$ cat src/rtl/laser_pkg.sv
`default_nettype none
// ============================================================================
// laser_pkg : channel state, coordinate types and screen limits shared by the
//             laser brush tracker.  Rev 1.0
// ============================================================================
package laser_pkg;

   typedef enum logic [1:0] {
      ST_IDLE    = 2'd0,
      ST_ACQUIRE = 2'd1,
      ST_TRACK   = 2'd2,
      ST_COAST   = 2'd3
   } ch_state_t;

   typedef logic [9:0]         coord_t;
   typedef logic signed [11:0] scoord_t;

   localparam coord_t X_MAX    = 10'd639;
   localparam coord_t Y_MAX    = 10'd479;
   localparam coord_t X_CENTER = 10'd320;
   localparam coord_t Y_CENTER = 10'd240;

   function automatic coord_t clamp_coord(input scoord_t v, input coord_t lim);
      if (v < 0)
         return '0;
      else if (v > $signed({2'b00, lim}))
         return lim;
      else
         return v[9:0];
   endfunction

endpackage
`default_nettype wire

$ cat src/rtl/laser_channel.sv
`default_nettype none
// ============================================================================
// laser_channel : per-channel acquire/track/coast FSM and brush position.
//                 Smoothing enabled by defining LASER_BRUSH_SMOOTH_EN.  Rev 1.0
// ============================================================================
module laser_channel
   import laser_pkg::*;
#(
   parameter int ACQ_FRAMES     = 3,
   parameter int TIMEOUT_FRAMES = 8,
   parameter int SMOOTH_SHIFT   = 2
) (
   input  logic   Clk,
   input  logic   Reset,
   input  logic   frame_tick,
   input  logic   accept,
   input  coord_t new_x,
   input  coord_t new_y,
   output logic   tracking,
   output coord_t pos_x,
   output coord_t pos_y
);

   localparam int ACQ_W  = $clog2(ACQ_FRAMES + 1);
   localparam int MISS_W = $clog2(TIMEOUT_FRAMES + 1);

   ch_state_t         state, state_nxt;
   logic [ACQ_W-1:0]  acq_cnt, acq_nxt;
   logic [MISS_W-1:0] miss_cnt, miss_nxt;
   logic              seen, seen_nxt;
   coord_t            px_nxt, py_nxt;
   coord_t            upd_x, upd_y;

   function automatic coord_t smooth(input coord_t pos, input coord_t tgt, input coord_t lim);
      scoord_t diff;
      scoord_t step;
      diff = scoord_t'({2'b00, tgt}) - scoord_t'({2'b00, pos});
      step = diff >>> SMOOTH_SHIFT;
      return clamp_coord(scoord_t'({2'b00, pos}) + step, lim);
   endfunction

`ifdef LASER_BRUSH_SMOOTH_EN
   assign upd_x = smooth(pos_x, new_x, X_MAX);
   assign upd_y = smooth(pos_y, new_y, Y_MAX);
`else
   assign upd_x = new_x;
   assign upd_y = new_y;
`endif

   // A sample coinciding with frame_tick belongs to the frame that is ending.
   always_comb begin
      state_nxt = state;
      acq_nxt   = acq_cnt;
      miss_nxt  = miss_cnt;
      seen_nxt  = seen;
      px_nxt    = pos_x;
      py_nxt    = pos_y;
      if (accept && state != ST_IDLE) begin
         px_nxt = upd_x;
         py_nxt = upd_y;
      end
      unique case (state)
         ST_IDLE: begin
            if (accept) begin
               px_nxt    = new_x;
               py_nxt    = new_y;
               acq_nxt   = ACQ_W'(1);
               seen_nxt  = !frame_tick;
               state_nxt = ST_ACQUIRE;
            end
         end
         ST_ACQUIRE: begin
            if (frame_tick) begin
               seen_nxt = 1'b0;
               if (!(seen || accept)) begin
                  acq_nxt   = '0;
                  state_nxt = ST_IDLE;
               end else begin
                  acq_nxt = acq_cnt + ACQ_W'(1);
                  if (acq_cnt + ACQ_W'(1) >= ACQ_W'(ACQ_FRAMES))
                     state_nxt = ST_TRACK;
               end
            end else if (accept) begin
               seen_nxt = 1'b1;
            end
         end
         ST_TRACK: begin
            if (frame_tick) begin
               seen_nxt = 1'b0;
               if (!(seen || accept)) begin
                  miss_nxt  = MISS_W'(1);
                  state_nxt = ST_COAST;
               end
            end else if (accept) begin
               seen_nxt = 1'b1;
            end
         end
         ST_COAST: begin
            if (accept) begin
               miss_nxt  = '0;
               seen_nxt  = !frame_tick;
               state_nxt = ST_TRACK;
            end else if (frame_tick) begin
               if (miss_cnt + MISS_W'(1) >= MISS_W'(TIMEOUT_FRAMES)) begin
                  miss_nxt  = '0;
                  acq_nxt   = '0;
                  seen_nxt  = 1'b0;
                  state_nxt = ST_IDLE;
               end else begin
                  miss_nxt = miss_cnt + MISS_W'(1);
               end
            end
         end
         default: state_nxt = ST_IDLE;
      endcase
   end

   always_ff @(posedge Clk) begin
      if (Reset) begin
         state    <= ST_IDLE;
         acq_cnt  <= '0;
         miss_cnt <= '0;
         seen     <= 1'b0;
         pos_x    <= X_CENTER;
         pos_y    <= Y_CENTER;
      end else begin
         state    <= state_nxt;
         acq_cnt  <= acq_nxt;
         miss_cnt <= miss_nxt;
         seen     <= seen_nxt;
         pos_x    <= px_nxt;
         pos_y    <= py_nxt;
      end
   end

   assign tracking = (state == ST_TRACK) || (state == ST_COAST);

endmodule
`default_nettype wire

$ cat src/rtl/laser_brush_tracker.sv
`default_nettype none
// ============================================================================
// laser_brush_tracker : multi-channel laser spot tracker with brush hit test.
//                       Smoothing enabled by defining LASER_BRUSH_SMOOTH_EN.  Rev 1.0
// ============================================================================
module laser_brush_tracker
   import laser_pkg::*;
#(
   parameter int NUM_CH         = 2,
   parameter int RADIUS_W       = 4,
   parameter int ACQ_FRAMES     = 3,
   parameter int TIMEOUT_FRAMES = 8,
   parameter int SMOOTH_SHIFT   = 2,
   localparam int CH_W          = (NUM_CH > 1) ? $clog2(NUM_CH) : 1
) (
   input  logic                       Clk,
   input  logic                       Reset,
   input  logic                       frame_tick,
   input  logic                       sample_valid,
   output logic                       sample_ready,
   input  logic [CH_W-1:0]            sample_ch,
   input  logic [10:0]                sample_x,
   input  logic [10:0]                sample_y,
   input  logic [NUM_CH*RADIUS_W-1:0] radius,
   input  logic [9:0]                 VGA_X,
   input  logic [9:0]                 VGA_Y,
   output logic                       hit,
   output logic [CH_W-1:0]            hit_ch,
   output logic [NUM_CH-1:0]          tracking
);

   logic        accept;
   logic [10:0] half_x, half_y;
   coord_t      cx, cy;
   logic [NUM_CH-1:0] in_brush;
   logic              hit_any;
   logic [CH_W-1:0]   win_ch;

   assign accept = sample_valid && sample_ready;

   always_ff @(posedge Clk) begin
      if (Reset)
         sample_ready <= 1'b1;
      else
         sample_ready <= !accept;
   end

   assign half_x = sample_x >> 1;
   assign half_y = sample_y >> 1;
   assign cx     = clamp_coord(scoord_t'({1'b0, half_x}), X_MAX);
   assign cy     = clamp_coord(scoord_t'({1'b0, half_y}), Y_MAX);

   for (genvar i = 0; i < NUM_CH; i++) begin : g_ch
      coord_t      px, py;
      logic [11:0] dx, dy, ndx, ndy;
      logic [21:0] adx, ady, rr;

      laser_channel #(
         .ACQ_FRAMES     (ACQ_FRAMES),
         .TIMEOUT_FRAMES (TIMEOUT_FRAMES),
         .SMOOTH_SHIFT   (SMOOTH_SHIFT)
      ) u_channel (
         .Clk        (Clk),
         .Reset      (Reset),
         .frame_tick (frame_tick),
         .accept     (accept && (sample_ch == CH_W'(i))),
         .new_x      (cx),
         .new_y      (cy),
         .tracking   (tracking[i]),
         .pos_x      (px),
         .pos_y      (py)
      );

      // Absolute distances widened to 22 bits so squares cannot overflow.
      assign dx  = {2'b00, VGA_X} - {2'b00, px};
      assign dy  = {2'b00, VGA_Y} - {2'b00, py};
      assign ndx = -dx;
      assign ndy = -dy;
      assign adx = {11'd0, (dx[11] ? ndx[10:0] : dx[10:0])};
      assign ady = {11'd0, (dy[11] ? ndy[10:0] : dy[10:0])};
      assign rr  = 22'(radius[i*RADIUS_W +: RADIUS_W]) * 22'(radius[i*RADIUS_W +: RADIUS_W]);
      assign in_brush[i] = tracking[i] && ((adx * adx + ady * ady) <= rr);
   end

   // Scan downward so the lowest hitting index is the last one written.
   always_comb begin
      hit_any = 1'b0;
      win_ch  = '0;
      for (int i = NUM_CH - 1; i >= 0; i--) begin
         if (in_brush[i]) begin
            hit_any = 1'b1;
            win_ch  = CH_W'(i);
         end
      end
   end

   always_ff @(posedge Clk) begin
      if (Reset) begin
         hit    <= 1'b0;
         hit_ch <= '0;
      end else begin
         hit    <= hit_any;
         hit_ch <= win_ch;
      end
   end

endmodule
`default_nettype wire

$ cat config.mk
export PLATFORM = sky130hd
export DESIGN_NAME = laser_brush_tracker
export DESIGN_NICKNAME = d
export VERILOG_FILES = /design/src/rtl/laser_pkg.sv /design/src/rtl/laser_channel.sv /design/src/rtl/laser_brush_tracker.sv
export SDC_FILE = /design/constraint.sdc
export NUM_CORES = 1
export LEC_CHECK = 0
export BUFFER_PORTS_ARGS = -buffer_cell sky130_fd_sc_hd__buf_2
export CORE_UTILIZATION = 42
export DETAILED_ROUTE_END_ITERATION = 7
export PLACE_DENSITY = 0.68
export SETUP_SLACK_MARGIN = 0.2
export SKIP_CTS_REPAIR_TIMING = 1
export SLEW_MARGIN = 20
export SYNTH_ARGS = -nofsm -noshare
export SYNTH_HDL_FRONTEND = slang
export SYNTH_SLANG_ARGS = --single-unit
$ cat constraint.sdc
create_clock -name Clk -period 10.3 [get_ports Clk]
set_clock_uncertainty 0.1 [all_clocks]
set_input_delay 1.545 -clock Clk [delete_from_list [all_inputs] [get_ports Clk]]
set_output_delay 1.545 -clock Clk [all_outputs]
set_load 0.05 [all_outputs]
==> impl_metrics.toml <==
[outcome]
outcome = "finished, violations left"
violations = "setup timing"

[routing]
remaining_drc_errors = 0
drt-total-wl_mm = 47.8
viasPerCell = 4.96
drtPass1Iterations = 5
wl_per_cell_um = 14.3
num_vias = 16603
drtAntennaViolNets = 0
drtIter0Drc = 879

[hold_path]
hp-class = "reg2reg"
worstHoldEndpoint = "g_ch[0].u_channel.pos_y[9]$_SDFF_PP0_"
hold_depth = 2
worst_hold_startpoint = "g_ch[0].u_channel.pos_y[9]$_SDFF_PP0_"

[synth]
synth-edff-count = 0
synth-main-ff-cell = "dfxtp_1"
synth_seq_cells = 61
synth_area_um2 = 19700
syn_avg_cell_area_um2 = 8.45
synthArstFlopShare_pct = 0
ys_types = 88
synthCells = 2332
ys_seq_area_share_pct = 6.20
yosys_warnings = 0

[timing]
fin_ws_ps = -77.7
max_freq_mhz = 96.4
rsz0062_at_grt = "yes"
tightest_slew_ps = 842
relSlewSlack_pct = 43.7
finalCriticalPeriod_ps = 10380
fin_crit_sh_pct = 101
hold_violations = 0
hold_ws_ps = 349
finalSetupViolCount = 1
slew_violations = 0

[worst_setup_path]
critPathTopFamily = "adder cells"
critPathMaxFanout = 5
end_kind = "register"
crit_type = "in2reg"
critPathMostFrequentCell = "fa_1"
max_stage_delay_ps = 560
r2r_slack_ps = 770
required_ps = 10420
start_kind = "input port"
slowest_stage = "or4b_4"
reg2reg_to = "hit_ch$_SDFF_PP0_"
arrival_ps = 10490
reg2reg_depth = 38
path_buf_inv = 9

[clocking]
cts_buffers = 9
root_buffer = "clkbuf_16"
cts_num_sinks = 61
clock_path_buffers = 2
clock_latency_ps = 330
cts_tree = "yes"
cts.reportedPaths.clkPinSlew_ps = 60
h-tree-depth = 3

[floorplanning]
boundaryPins = 60
dieHeight_um = 219
core_area_um2 = 45800
start_util_pct = 43.0
rows = 78
dieArea_um2 = 47800
die_x_um = 219

[placement]
dp_hpwl_mm = 42.8
io_buffers = 57
place_area_um2 = 23400
gp_congestion = 0.952
place_inst = 3326

[grt]
grt_usage_pct = 20.9
grt_pass1_vias = 17624
overflow = 0
antenna_found_initial = 0
grt_max_degree = 62
grt_pass1_wl_mm = 81.2

[layout]
nets = 3396
drive_gt1_share_pct = 20.0
ff_latch_area_um2 = 1220
area_delta_synth_final_pct = 21.6
fin_cells = 3345
final_area_um2 = 23900
fill_cells = 4205
diodes = 0
multiInputGateArea_um2 = 16400
mostFrequentLayoutCells = "inv_1, buf_4, fa_1, ha_1, nor2_1"
final_util_pct = 52.3
final_common_cell = "inv_1"

[job]
cap_violations = 0
worst max path at each step:
| stage | start | endpoint | slack (ps) | depth (start not counted) |
|---|---|---|---|---|
| 2_1_floorplan | VGA_Y[0] | hit_ch$_SDFF_PP0_ | 120 | 37 |
| 3_3_place_gp | VGA_X[0] | hit_ch$_SDFF_PP0_ | -770 | 37 |
| 3_5_place_dp | VGA_X[0] | hit_ch$_SDFF_PP0_ | -880 | 37 |
| 4_1_cts | VGA_X[0] | hit_ch$_SDFF_PP0_ | -570 | 37 |
| 5_1_grt | VGA_X[0] | hit_ch$_SDFF_PP0_ | -520 | 38 |
| 6_report | VGA_Y[0] | hit_ch$_SDFF_PP0_ | -80 | 40 |
cell families (layout without fill, tap and decap cells):
logic type / Yosys count / after routing / share of synthesized area [%]
buffers and inverters: 641 / 1028 / 12.4
adder cells (fa/ha/maj): 601 / 601 / 50.9
AND/OR/NAND/NOR: 595 / 595 / 14.4
AO/OA/AOI/OAI: 333 / 333 / 11.4
XOR/XNOR: 93 / 93 / 4.28
flip-flops: 61 / 61 / 6.20
multiplexers: 6 / 6 / 0.337
other: 2 / 28 / 0.0381
per-stage QoR:
| stage | TNS [ps] | setup slack [ps] |
|---|---|---|
| 2_1_floorplan | 0 | 115 |
| 3_3_place_gp | -1460 | -771 |
| 3_5_place_dp | -1680 | -880 |
| 4_1_cts | -1080 | -573 |
| 5_1_grt | -936 | -519 |
| 6_report | -77.7 | -77.7 |
cells in the mapped netlist, types with 11 or more instances:
library cell	number	area, um2
inv_1	595	2230
or3_1	11	68.8
nand3_1	21	105
o21a_1	16	120
nor2_1	263	987
o21ai_0	52	260
a21oi_1	88	440
dfxtp_1	61	1220
ha_1	266	3330
o31ai_1	14	105
xor2_1	42	368
nand2_1	110	413
a21o_1	16	120
clkbuf_1	35	131
a211oi_1	43	323
or2_2	28	175
and2_1	21	131
fa_1	335	6710
a211o_1	13	114
xnor2_1	48	420
nand2b_1	39	244
nor3_1	30	150
nor2b_1	14	87.6
layer usage:
layer	vias up	part of all wire, %	track usage [%]	routed length, um
li1	8097	-	-	-
met1	8053	45	28.2	21500
met4	0	1.9	4.50	903
met5	-	0	0	0
met2	397	48	35.7	22900
met3	56	5.2	2.78	2500
cell type report:
class	count	area share [%]
repair buffers	415	12.5
multi-input cells	1656	68.7
flip-flops and latches	61	5.10
well taps	600	3.14
inverters	597	9.41
clock inverters	7	0.214
clock buffers	9	0.941
worst min-delay path, cell delays in order, from the launching register on:
cell     delay, ps
dfxtp_1        290
inv_1           70
nor3_1          50
Power is left out: the tool's default activity adds up to more than one toggle a clock period on the data nets, which glitch-free logic cannot reach.
